==> src/rtl/fifo_ctrl_param.sv <==
// fifo_ctrl_param: pointer, count and status controller for a single-clock
// FIFO that sits in front of an external dual-port RAM. Port A reads the
// oldest entry and port B writes the next free slot. The status flags are
// registered from the next-state count, so they change on the same edge
// as count. The overflow and underflow flags are sticky.
module fifo_ctrl_param #(
  parameter int ADDR_W     = 10,
  parameter int AFULL_LVL  = (1 << ADDR_W) - 4,
  parameter int AEMPTY_LVL = 4
) (
  input  logic              clk,
  input  logic              reset_n,
  input  logic              enable,
  input  logic              flush,
  input  logic              err_clr,
  input  logic              rd_a_strb,
  input  logic              wr_b_strb,
  output logic [ADDR_W-1:0] addr_a,
  output logic [ADDR_W-1:0] addr_b,
  output logic              wr_en_b,
  output logic [ADDR_W:0]   count,
  output logic              fifo_empty,
  output logic              fifo_full,
  output logic              fifo_half,
  output logic              fifo_afull,
  output logic              fifo_aempty,
  output logic              overflow,
  output logic              underflow
);

  localparam int CNT_W = ADDR_W + 1;
  localparam logic [CNT_W-1:0] DEPTH_C  = CNT_W'(1 << ADDR_W);
  localparam logic [CNT_W-1:0] HALF_C   = CNT_W'(1 << (ADDR_W - 1));
  localparam logic [CNT_W-1:0] AFULL_C  = CNT_W'(AFULL_LVL);
  localparam logic [CNT_W-1:0] AEMPTY_C = CNT_W'(AEMPTY_LVL);

  logic [ADDR_W-1:0] rd_ptr_q, rd_ptr_d;
  logic [ADDR_W-1:0] wr_ptr_q, wr_ptr_d;
  logic [CNT_W-1:0]  count_q, count_d;
  logic              empty_q, empty_d;
  logic              full_q, full_d;
  logic              half_q, half_d;
  logic              afull_q, afull_d;
  logic              aempty_q, aempty_d;
  logic              ovf_q, ovf_d;
  logic              udf_q, udf_d;
  logic              wr_acc, rd_acc;
  logic              ovf_set, udf_set;

  // Accepted strobes and error events, qualified by the registered flags.
  always_comb begin
    wr_acc  = enable & wr_b_strb & ~full_q;
    rd_acc  = enable & rd_a_strb & ~empty_q;
    ovf_set = enable & wr_b_strb & full_q;
    udf_set = enable & rd_a_strb & empty_q;
  end

  // Next-state logic for the pointers, count, flags and sticky errors.
  always_comb begin
    // NOTE: every variable gets a hold value first, so no path through the
    // block leaves one unassigned and no latch is inferred.
    rd_ptr_d = rd_ptr_q;
    wr_ptr_d = wr_ptr_q;
    count_d  = count_q;
    empty_d  = empty_q;
    full_d   = full_q;
    half_d   = half_q;
    afull_d  = afull_q;
    aempty_d = aempty_q;
    ovf_d    = ovf_q;
    udf_d    = udf_q;

    if (flush) begin
      // Flush discards this cycle's strobes. Every flag except fifo_empty
      // is cleared, including fifo_aempty. fifo_aempty comes back on the
      // next enabled edge.
      rd_ptr_d = '0;
      wr_ptr_d = '0;
      count_d  = '0;
      empty_d  = 1'b1;
      full_d   = 1'b0;
      half_d   = 1'b0;
      afull_d  = 1'b0;
      aempty_d = 1'b0;
      ovf_d    = 1'b0;
      udf_d    = 1'b0;
    end else begin
      // The pointers wrap naturally because they are ADDR_W bits wide.
      if (wr_acc) wr_ptr_d = wr_ptr_q + ADDR_W'(1);
      if (rd_acc) rd_ptr_d = rd_ptr_q + ADDR_W'(1);

      unique case ({wr_acc, rd_acc})
        2'b10:   count_d = count_q + CNT_W'(1);
        2'b01:   count_d = count_q - CNT_W'(1);
        default: count_d = count_q;
      endcase

      // A new error event in the same cycle takes priority over err_clr.
      if (err_clr) begin
        ovf_d = 1'b0;
        udf_d = 1'b0;
      end
      if (ovf_set) ovf_d = 1'b1;
      if (udf_set) udf_d = 1'b1;

      // The flags only move on enabled cycles, so a disabled FIFO is frozen.
      if (enable) begin
        empty_d  = (count_d == '0);
        full_d   = (count_d == DEPTH_C);
        half_d   = (count_d >= HALF_C);
        afull_d  = (count_d >= AFULL_C);
        aempty_d = (count_d <= AEMPTY_C);
      end
    end
  end

  // State registers. Asynchronous reset gives the empty-FIFO state.
  always_ff @(posedge clk or negedge reset_n) begin
    // NOTE: state uses non-blocking assignments, so every register samples
    // the values from before the edge and evaluation order cannot matter.
    if (!reset_n) begin
      rd_ptr_q <= '0;
      wr_ptr_q <= '0;
      count_q  <= '0;
      empty_q  <= 1'b1;
      full_q   <= 1'b0;
      half_q   <= 1'b0;
      afull_q  <= 1'b0;
      aempty_q <= 1'b1;
      ovf_q    <= 1'b0;
      udf_q    <= 1'b0;
    end else begin
      rd_ptr_q <= rd_ptr_d;
      wr_ptr_q <= wr_ptr_d;
      count_q  <= count_d;
      empty_q  <= empty_d;
      full_q   <= full_d;
      half_q   <= half_d;
      afull_q  <= afull_d;
      aempty_q <= aempty_d;
      ovf_q    <= ovf_d;
      udf_q    <= udf_d;
    end
  end

  assign addr_a      = rd_ptr_q;
  assign addr_b      = wr_ptr_q;
  assign wr_en_b     = wr_acc;
  assign count       = count_q;
  assign fifo_empty  = empty_q;
  assign fifo_full   = full_q;
  assign fifo_half   = half_q;
  assign fifo_afull  = afull_q;
  assign fifo_aempty = aempty_q;
  assign overflow    = ovf_q;
  assign underflow   = udf_q;

endmodule

==> config.mk <==
export PLATFORM = sky130hd
export DESIGN_NAME = fifo_ctrl_param
export DESIGN_NICKNAME = d
export VERILOG_FILES = /design/src/rtl/fifo_ctrl_param.sv
export SDC_FILE = /design/constraint.sdc
export NUM_CORES = 1
export LEC_CHECK = 0
export CAP_MARGIN = 10
export CORE_MARGIN = 2
export CORE_UTILIZATION = 45
export DETAILED_ROUTE_END_ITERATION = 8
export PLACE_DENSITY = 0.71
export SYNTH_ARGS = -nofsm -noshare
export SYNTH_HDL_FRONTEND = slang
export SYNTH_SLANG_ARGS = --single-unit
==> constraint.sdc <==
create_clock -name clk -period 3 [get_ports clk]
set_input_delay 0.3 -clock clk [delete_from_list [all_inputs] [get_ports clk]]
set_output_delay 0.3 -clock clk [all_outputs]
set_load 0.02 [all_outputs]
Word-level counts from Yosys, hierarchy flattened
Index checks and enable logic that the tools add are counted.
- add/subtract/negate cells: 4
- order comparisons: 3
- eq/ne operators: 3
- mux-type cells: 22
- bitwise logic cells: 8
- reduce and logical (&&, ||, !) cells: 6
- operators by type and width (operator ; count):
    2-to-1 mux 10 bit ; 4
    greater-or-equal comparator 11 x 10 -> 1 bit (second input constant) ; 2
    2-to-1 mux 11 bit ; 2
    case mux 11 bit (2 select lines) ; 1
    adder 10 x 1 -> 10 bit (second input constant) ; 2
    2-to-1 mux 1 bit ; 15
    adder 11 x 1 -> 11 bit (second input constant) ; 1
    equality test 11 bit (second input constant) ; 1
    less-or-equal comparator 11 x 3 -> 1 bit (second input constant) ; 1
    logical NOT 11 bit ; 1
    subtractor 11 x 1 -> 11 bit (second input constant) ; 1
    AND 1 bit ; 6
    nonzero test 2 bit ; 3
    nonzero test 3 bit ; 2
    equality test 2 x 1 -> 1 bit (second input constant) ; 1
    equality test 2 bit (second input constant) ; 1
    inverter 1 bit ; 2
- flip-flop bits (word level): 38
- output and inout port bits: 39
- word-level logic and storage cells: 56

Longest topological paths before layout
Gate-level depths: netlist of the first run.
- depth in word-level cells: 8
- depth in mapped cells: 16
- gate-level depth less buffers: 13

Worst setup path after synthesis of the first run
OpenSTA, ideal clock, no wires.
- path type: register to register
- from: reg full_q (netlist: fifo_full)
- to: reg afull_q (netlist: fifo_afull)
- library setup time: 0.099 ns
- arrival time: 3.369 ns
- required time: 2.901 ns
- setup slack: -0.468 ns
- cell stages (with the launch flop): 14
- period minus slack after synthesis: 3.468 ns
- path through: dfrtp_1 -> nor2_1 -> inv_1 -> ha_1 -> buf_2 -> buf_2 -> buf_1 -> o41ai_1 -> nand2_1 -> o32ai_1 -> xor2_1 -> nand2_1 -> or4_1 -> a311oi_1
- longest elaborated chain between the ends: 8
- elaborated cells between the ends (all ways): 9
- classes of those cells: 1 x order compare; 2 x eq/ne; 4 x mux; 2 x bitwise
- RTL lines (element ; line ; text):
    start: declaration ; 41 ; logic full_q, full_d;
    start signal: assignment ; 137 ; full_q <= full_d;
    inverter 1 bit * ; 52 ; wr_acc = enable & wr_b_strb & ~full_q;
    AND 1 bit * ; 52 ;
    named net wr_en_b ; 20 ; output logic wr_en_b,
    equality test 2 x 1 -> 1 bit or equality test 2 bit (tied branches) ; 92 ; unique case ({wr_acc, rd_acc})
    case mux 11 bit (2 select lines) * ; 92 ;
    2-to-1 mux 11 bit * ; 73 ; if (flush) begin
    greater-or-equal comparator 11 x 10 -> 1 bit * ; 111 ; afull_d = (count_d >= AFULL_C);
    2-to-1 mux 1 bit * ; 107 ; if (enable) begin
    2-to-1 mux 1 bit * ; 73 ;
    end signal: assignment ; 139 ; afull_q <= afull_d;
    end: declaration ; 43 ; logic afull_q, afull_d;
The timed path passes the listed nets; every way through them passes the cells marked *. The select of a mux whose other input is x is not followed.
A chain may end at the register's enable or synchronous reset.

Worst setup path after layout of the first run
- from: reg empty_q (netlist: fifo_empty)
- to: reg afull_q (netlist: fifo_afull)
- longest elaborated chain between the ends: 8
- elaborated cells between the ends (all ways): 9
- classes of those cells: 1 x order compare; 2 x eq/ne; 4 x mux; 2 x bitwise
- RTL lines (element ; line ; text):
    start: declaration ; 40 ; logic empty_q, empty_d;
    start signal: assignment ; 136 ; empty_q <= empty_d;
    inverter 1 bit * ; 53 ; rd_acc = enable & rd_a_strb & ~empty_q;
    AND 1 bit * ; 53 ;
    equality test 2 x 1 -> 1 bit or equality test 2 bit (tied branches) ; 92 ;
    case mux 11 bit (2 select lines) * ; 92 ;
    2-to-1 mux 11 bit * ; 73 ;
    greater-or-equal comparator 11 x 10 -> 1 bit * ; 111 ;
    2-to-1 mux 1 bit * ; 107 ;
    2-to-1 mux 1 bit * ; 73 ;
Every way passes the cells marked *; elsewhere a longest branch is shown, timed or not. The select of a mux whose other input is x is not followed.

==> summary.md, run 1 <==
| Metric | Value |
|---|---|
| Status | finished, violations left |
| Violations in the final reports | negative setup slack |
| Max FFs per register | 11 |
| Endpoints failing hold | 0 |
| CTS tree | built |
| HPWL Detailed | 4.66 mm |
| Critical path's top delay family | simple AND/OR/NAND/NOR gates |
| DRT iter0 DRCs | 126 |
| Final min period | 3080 ps |
| Max-Cap Viols | 0 |
| GP Congestion | 0.940 |
| CP Cell Sequence | nand3b_4 > inv_4 > nand2_4 > xnor2_2 > ha_2 > or3b_4 > nand4_1 > a21oi_2 > xnor2_1 > or4_1 > or4_4 > a311oi_2 |
| Post-synth cell types | 62 |
| N_diodes | 0 |
| Chip height | roughly 80 µm |
| Area Overhead vs Synth | 37.8% |
| Endpoints failing setup | 1 |
| Post-Layout Cell Count | 417 |
| Max IR drop VDD | 280 µV |
| Vias in the first global route | 2248 |
| Total number of vias | between 2000 and 2500 |
| Synth area leaders | dfrtp_1, nor2_1, xnor2_1, xor2_1, a21oi_1 |
| Fin. max-slew vios | 0 |
| Kind of critical path | flop to flop |
| Pwr dens | ~310 nW/µm² |
| IO Pins | 46 |
| Global Route Usage Sum | 0.222 |
| 1st-pass router iterations | 4 |
| Slowest stage cell on the critical path | dfstp_2 |
| Routed vias/inst | 5.60 |
| Synth Area per Inst | 9.06 µm² |
| Clock transition at the registers of the reported paths | 70 ps |
| Final ANT Viol Nets | 0 |
| Starting density of the core | 0.475 |
| Max incr delay on CP | 530 ps |
| Worst-path fanout max | 4 |
| HP Class | input pin to async pin |
| Most frequent cells in the layout | buf_4, clkdlybuf4s50_1, nor2_1, dfrtp_1, nand2_1 |
| Slew @ Worst Pin | 838 ps |
| Syn Inst Count | 271 |
| PnR worst setup slack | -78.4 ps |
| Fill cells | 450 |
| # DRC | 0 |
| Main flop type after synthesis | dfrtp_1 |
| Post-Syn Nets | 282 |
| Sequential Area | 953 µm² |
| Worst skew pair latency | 270 ps |
| Synth top area share | 0.367 |
| Fin crit share | 1.03 |
| Final WL | roughly 6.5 mm |
| Multi-input gate area | ~1500 µm² |
| CP arrival | 3250 ps |
| Post-synthesis cell area | 2450 µm² |
| Htree depth | 2 |
| LEAKAGE | 1.46 nW |
| First-pass GRT wire length | approximately 11 mm |
| Initial antenna violation count | 0 |
| Synthesized flop and latch total | 38 |
| Buf/Inv on CP | 1 |
| Final #Nets | between 300 and 400 |
| Worst clock skew | between 3 and 4 ps |
| Root buf cell | clkbuf_8 |
| Share of cells above drive strength 1 | 0.236 |
| Pre-CTS worst setup slack | -466 ps |
| Post-synthesis async set-or-reset flop share | 1.00 |
| Syn. warnings | 0 |
| Core Area | 5170 µm² |
| Seq/Total Area, Yosys | 0.388 |
| EDFF count, synth | 0 |
| Die X | about 78 µm |
| Clock buffer depth | 2 |
| WHS | roughly 130 ps |
| Fmax | 325 MHz |
| Placed insts | 407 |
| Total congestion overflow | 0 |
| Clock sinks | 38 |
| CTS buffer count | 5 |
| Die area | 6060 µm² |
| Rel. slew slack | 0.441 |
| Worst Path Required | 3170 ps |
| Area leader, netlist | dfrtp_1 |
| Port Buffers | 45 |
| Commonest non-fill, non-tap cell in the layout | buf_4 |
| Cts hold-fix bufs | 0 |
| RSZ-0062 raised after global routing | yes |
| Total Power | 1.06 mW |
| DR WL/cell | approximately 15 µm |
| Largest net degree at the start of global routing | 39 |
| CP Launch Type | flop |
| CP endpoint kind | flop |
| Row Count | 26 |
| Core Util, Final | 0.654 |
[kinds of logic after synthesis]
family,count (synthesis),share of synthesized area
xor gates and xnor gates,26,0.0928
DFF,38,0.388
muxes,4,0.0163
AOI/OAI and AO/OA,57,0.175
adders and majority gates,4,0.0204
buffers and inverters,26,0.0545
and+or+nand+nor,116,0.252
[routing by layer]
metal	up-vias	GRT usage	wire, µm
li1	1131	-	-
met1	1132	0.308	3040
met2	67	0.366	3070
met3	6	0.0407	295
met4	0	0.0393	48
met5	-	0	0
[through the flow]
stage / instance area (µm²) / TNS [ps]
2_1_floorplan: 2540 / -58.6
3_3_place_gp: 3240 / -1970
3_5_place_dp: 3240 / -2090
4_1_cts: 3340 / -3.02
5_1_grt: 3380 / -269
6_report: 3380 / -78.4
[cells in the mapped netlist, drive strengths merged, types with 2 or more instances]
master / n
a211oi: 2
a21o: 2
a21oi: 14
a22oi: 2
a31o: 4
a31oi: 3
a32oi: 4
and2: 2
and3: 6
and3b: 2
and4: 2
buf: 12
clkbuf: 9
dfrtp: 36
dfstp: 2
ha: 4
inv: 5
mux2i: 4
nand2: 15
nand2b: 5
nand3: 12
nand4: 9
nor2: 40
nor2b: 3
nor3: 3
nor4: 4
o211a: 2
o211ai: 3
o21ai: 5
o22ai: 2
o41ai: 3
or3: 3
or3b: 2
or4: 3
xnor2: 13
xor2: 13
[final timing paths]
check / from / to / slack (ps) / depth (start not counted)
max: fifo_empty / fifo_afull / -80 / 12
min in group clk: underflow / underflow / 520 / 2
min reg2reg: underflow / underflow / 520 / 2
min: reset_n / addr_a[8] / 130 / 1
max reg2reg: fifo_empty / fifo_afull / -80 / 12
max in group asynchronous: reset_n / addr_b[9] / 2350 / 1
[layout make-up]
class | count | share of cell area
Inverter | 5 | 0.00629
Multi-Input combinational cell | 207 | 0.433
Tap cell | 70 | 0.0259
Clock buffer | 7 | 0.0226
Timing Repair Buffer | 90 | 0.230
Sequential cell | 38 | 0.282
[where the power goes]
group / switching (mW) / internal [mW] / total (mW)
Clock: 0.156 / 0.160 / 0.316
Combinational: 0.115 / 0.0933 / 0.209
Sequential: 0.0136 / 0.525 / 0.539
[worst register-to-register path: stages (launching register included)]
cell	delay, ps
dfstp_2	530
nand3b_4	130
inv_4	50
nand2_4	60
xnor2_2	110
ha_2	200
or3b_4	400
nand4_1	100
a21oi_2	70
xnor2_1	140
or4_1	420
or4_4	500
a311oi_2	260
[repair_timing]
action,in CTS,in global routing
pin swaps,0,1
buffers inserted,2,1
endpoints found under the setup margin,5,5
resized for setup,6,6
(Power assumes the default switching activity.)
==> inputs of run 2 (changes only) <==
Settings changed: CORE_ASPECT_RATIO set to 1.25.
==> summary.md, run 2 (synthesized netlist as in run 1, its figures left out) <==
| Metric | Value |
|---|---|
| Fmax | 335 MHz (was 325 MHz) |
| LEAKAGE | 1.49 nW (was 1.46 nW) |
| Final ANT Viol Nets | 0 (unchanged) |
| Total congestion overflow | 0 (unchanged) |
| IO Pins | 46 (unchanged) |
| Finished Cell Area | 3410 µm² (was 3380 µm²) |
| Kind of critical path | flop to flop (unchanged) |
| Most frequent cells in the layout | buf_4, clkdlybuf4s50_1, nor2_1, dfrtp_1, nand2_1 (unchanged) |
| Share of cells above drive strength 1 | 0.245 (was 0.236) |
| Root buf cell | clkbuf_8 (unchanged) |
| CTS tree | built (unchanged) |
| Status | complete, no violations (was finished, violations left) |
| Die X | 70.1 µm (was 77.9 µm) |
| Slew @ Worst Pin | 849 ps (was 838 ps) |
| Global Route Usage Sum | 0.227 (was 0.222) |
| 1st-pass router iterations | 5 (was 4) |
| Worst skew pair latency | 290 ps (was 270 ps) |
| Final WL | 6.56 mm (was 6.45 mm) |
| Pwr dens | 327 nW/µm² (was 314 nW/µm²) |
| Max IR drop VDD | 362 µV (was 280 µV) |
| Commonest non-fill, non-tap cell in the layout | buf_4 (unchanged) |
| Clock transition at the registers of the reported paths | 70 ps (about the same) |
| CP arrival | 3180 ps (was 3250 ps) |
| Post-DP Area | 3220 µm² (was 3240 µm²) |
| Routed vias/inst | 5.77 (was 5.60) |
| First-pass GRT wire length | 11.2 mm (was 10.9 mm) |
| Largest net degree at the start of global routing | 39 (unchanged) |
| Worst Path Required | 3190 ps (was 3170 ps) |
| HPWL Detailed | 4.67 mm (was 4.66 mm) |
| Rel. slew slack | 0.434 (was 0.441) |
| Setup TNS after final layout | 0 ps (was -78.4 ps) |
| Row Count | 30 (was 26) |
| GP Congestion | 0.855 (was 0.940) |
| Port Buffers | 45 (unchanged) |
| RSZ-0062 raised after global routing | yes (unchanged) |
| Final min period | 2980 ps (was 3080 ps) |
| Final #Nets | 361 (was 358) |
| CTS buffer count | 5 (unchanged) |
| N_diodes | 0 (unchanged) |
| # DRC | 0 (unchanged) |
| Total number of vias | 2396 (was 2336) |
| Fin crit share | 0.995 (was 1.03) |
| HP Class | input pin to async pin (unchanged) |
| Initial antenna violation count | 0 (unchanged) |
| Starting density of the core | 0.461 (was 0.475) |
| Area Overhead vs Synth | 38.9% (was 37.8%) |
| Clock sinks | 38 (unchanged) |
| Worst clock skew | 4.38 ps (was 3.76 ps) |
| Max-Cap Viols | 0 (unchanged) |
| Htree depth | 2 (unchanged) |
| WHS | 112 ps (was 127 ps) |
| Chip height | 86.6 µm (was 77.9 µm) |
| Core Area | 5330 µm² (was 5170 µm²) |
| CP Launch Type | flop (unchanged) |
| Endpoints failing hold | 0 (unchanged) |
| Cts hold-fix bufs | 0 (unchanged) |
| Fin. max-slew vios | 0 (unchanged) |
| DR WL/cell | 15.8 µm (was 15.5 µm) |
| DRT iter0 DRCs | 242 (was 126) |
| Die area | 6070 µm² (was 6060 µm²) |
| Worst-path fanout max | 4 (unchanged) |
| Vias in the first global route | 2441 (was 2248) |
| Endpoints failing setup | 0 (was 1) |
| Max FFs per register | 11 (unchanged) |
| Clock buffer depth | 2 (unchanged) |
| CP endpoint kind | flop (unchanged) |
## run 2: worst max-delay path, stage by stage, from the launching register on
cell      delay, ps
dfstp_2         540
nand3b_4        140
inv_4            50
nand2_4          70
xnor2_2         110
ha_2            210
or3b_4          400
nand4_1         100
a21oi_2          70
xnor2_1         140
or4_1           390
or4_1           430
a311oi_1        250
## run 2: what timing repair did
action | CTS | global route
pin swaps | 3 | 3
buffers inserted | 4 | 4
gates resized for setup | 6 | 5
setup endpoints to repair | 3 | 5
## run 2: final timing paths
| path | start | endpoint | slack (ps) | cells after the start |
|---|---|---|---|---|
| setup / recovery | fifo_empty | fifo_afull | 20 | 12 |
| hold / removal | reset_n | addr_a[4] | 110 | 1 |
| setup reg to reg | fifo_empty | fifo_afull | 20 | 12 |
| hold reg to reg | underflow | underflow | 520 | 2 |
| max in group asynchronous | reset_n | addr_b[1] | 2350 | 1 |
| min in group clk | wr_b_strb | overflow | 380 | 3 |
## run 2: cell type report
class / count / area (µm²)
fill: 442 / 1920
multi-input combinational: 207 / 1460
sequential: 38 / 953
timing repair buffer: 93 / 806
clock buffer: 7 / 86.3
tap: 64 / 80.1
inverter: 5 / 21.3
clock inverter: 1 / 5.00
## run 2: through the flow
stage	cells	worst slack (ps)	power, mW	util
final	415	15.1	1.11	0.640
after global routing	415	-75.1	1.16	0.640
after CTS	411	0.147	1.12	0.630
after detailed placement	399	-409	0.751	0.604
after global placement	399	-317	0.749	0.604
after floorplan	271	-58.6	0.663	-
## run 2: report_power, final
| group | switching, mW | leakage, nW | internal [mW] |
|---|---|---|---|
| Clock | 0.178 | 0.0482 | 0.185 |
| Sequential | 0.0143 | 0.520 | 0.525 |
| Combinational | 0.114 | 0.925 | 0.0965 |
## run 2: metal layers
| layer | track usage | wire length (µm) | up-vias |
|---|---|---|---|
| li1 | - | - | 1142 |
| met1 | 0.286 | 2720 | 1144 |
| met2 | 0.371 | 3260 | 91 |
| met3 | 0.0477 | 394 | 19 |
| met4 | 0.115 | 188 | 0 |
| met5 | 0 | 0 | - |
==> patch: new RTL, flow settings as in run 1 <==
Register the output `count` once more, cleared by the reset; this adds one clock of latency there. The other outputs are not delayed to match. Comments in the files are not updated.
--- a/src/rtl/fifo_ctrl_param.sv
+++ b/src/rtl/fifo_ctrl_param.sv
@@ -148,3 +148,9 @@
   assign wr_en_b     = wr_acc;
-  assign count       = count_q;
+  always_ff @(posedge clk or negedge reset_n) begin
+    if (!reset_n) begin
+      count <= '0;
+    end else begin
+      count <= count_q;
+    end
+  end
   assign fifo_empty  = empty_q;
Behaviour: not the same (a bounded check fails within 4 cycles, from zero or initial values and one cycle with reset_n low).
==> patch against run 1 <==
Via count is 5.6% higher. Final area is 7.8% higher. Wire length is 4.5% higher. Synthesized area is 13% higher. Sequential share of layout area is 5.5 points higher. Largest cell class unchanged. Total power is 21% higher. Sequential cell count is 11 higher. Highest routed layer unchanged. Clock skew is 0.0048 ns higher. Worst setup slack better by 0.21 ns. Sequential power is 30% higher. Final cell count is 6.0% higher. Clock power is 15% higher. Count of clock-buffer cells in the layout is 2 lower.
==> patch: results (changes against run 1) <==
The run finished with clean final reports. The sequential element share of the synthesized area is 44.4% (+5.6 points). The post-synthesis net count was 312 (+11%).

The placed standard-cell area is 3500 sq um (+8.0%). The via count is 2,466 (+5.6%). The final worst hold slack came out at 0.186 ns (+0.0592 ns). The largest net degree at the start of global routing came out at 50 (+28%). The half-perimeter wire length after placement was 5000 microns (+7.3%). The placed instance count came out at 434 (+6.6%). The remaining max-slew budget at the tightest pin was 30.8% (-13 points). The overall fraction of global-route tracks in use came out at 21.1% (-1.1 points).

The final core utilization came out at 61.6% (-3.8 points). The pre-CTS setup slack is -0.276 ns (+0.190 ns). The critical path's largest stage delay came out at 0.57 ns (+0.04 ns).

The post-CTS setup buffer count came out at 0 (-2). The path class of the tightest hold or removal check is input port to asynchronous set/reset pin. The largest fanout of any net on the critical path came to 5 (+1). The unique cell type count in the Yosys netlist is 61 (-1.6%). The fraction of final layout cells sized beyond drive strength 1 is 19.3% (-4.3 points). The data arrival time at the worst-slack endpoint came out at 3.07 ns (-0.18 ns). The number of vias per cell after detailed routing came to 5.58 (-0.41%). The number of nets in the layout came out at 377 (+5.3%). The synthesized instance count is 301 (+11%). The global placement routability congestion is 0.852 (-9.4%).

The layout filler cell count came out at 500 (+11%). The areal power density over the cells is 352 nW/um^2 (+12%). The met2 capacity usage during global routing is 34.6% (-2.0 points).

The launch point of the worst reg-to-reg path is fifo_empty. The internal power was 0.934 mW (+20%). Ranked by total cell area, the synthesized netlist is headed by sky130_fd_sc_hd__dfrtp_1 (42%), sky130_fd_sc_hd__nor2_1 (6.1%), sky130_fd_sc_hd__xor2_1 (5.4%), sky130_fd_sc_hd__nand2_1 (3.3%), sky130_fd_sc_hd__nand3_1 (2.5%). The met3 capacity usage during global routing came out at 3.70% (-0.37 points). The largest registers in the layout are count (11), count_q (11). The number of global-route vias before repair is 2,300 (+2.3%). The final routed wire length divided by cell count is 15.2 microns (-1.4%).

The global-route wire length before repair was 11,000 microns (+0.82%). After synthesis, the most frequently instantiated cells are sky130_fd_sc_hd__dfrtp_1 (47), sky130_fd_sc_hd__nor2_1 (45), sky130_fd_sc_hd__nand2_1 (24), sky130_fd_sc_hd__xor2_1 (17). The clock latency of the later-clocked register in the worst-skew pair is 0.29 ns (+0.02 ns). The static power due to leakage is 1.61 nW (+10%). The worst setup skew after layout was 0.00857 ns (+0.00482 ns). The first-iteration detailed-routing DRC count came out at 120 (-4.8%).

The reg2reg setup slack came to 0.13 ns (+0.21 ns). The maximum ir drop on the vdd rail is 0.357 mV (+28%). The global-route track usage on met1 came to 28.9% (-1.9 points).
==> patch: layout make-up <==
type / count / area share (%)
clock inverter: 3 / 0.481
sequential: 49 / 33.7
tap: 75 / 2.57
inverter: 10 / 1.10
multi-input combinational: 223 / 41.4
timing repair buffer: 77 / 18.9
clock buffer: 5 / 1.89
==> patch: cell families after synthesis <==
| kind of cell | count (synthesis) | share of synthesized area, % |
|---|---|---|
| AND/OR/NAND/NOR | 127 | 23.0 |
| AO/OA/AOI/OAI | 65 | 17.8 |
| buffers and inverters | 29 | 4.34 |
| adder cells (fa/ha/maj) | 4 | 1.81 |
| flip-flops | 49 | 44.4 |
| XOR/XNOR | 24 | 7.59 |
| multiplexers | 3 | 1.09 |
==> patch: worst max path at each step <==
| stage | slack [ns] | end | cells past startpoint | start |
|---|---|---|---|---|
| after detailed placement | -0.28 | fifo_afull | 14 | enable |
| after global routing | 0.008 | fifo_afull | 13 | rd_a_strb |
| final | 0.13 | fifo_afull | 12 | fifo_empty |
| after global placement | -0.22 | fifo_afull | 13 | enable |
| after CTS | 0.02 | fifo_afull | 14 | enable |
| after floorplan | 0.003 | fifo_afull | 13 | fifo_empty |
==> patch: power groups by stage <==
stage	combinational, mW	clock, mW	sequential, mW
global route	0.240	0.408	0.703
CTS	0.217	0.379	0.700
global placement	0.214	0	0.712
detailed placement	0.216	0	0.713
floorplan	0.106	0	0.722
finish	0.220	0.363	0.700
==> patch: repair_timing <==
item	4_1_cts	5_1_grt
endpoints found under the setup margin	0	4
gates resized for setup	0	10
hold buffers	0	0
hold endpoints to repair	0	0
==> patch: per-layer routing <==
| layer | vias to the layer above | routed length (microns) |
|---|---|---|
| met5 | - | 0 |
| met4 | 0 | 62 |
| met3 | 6 | 345 |
| met2 | 82 | 3240 |
| met1 | 1172 | 3090 |
| li1 | 1206 | - |
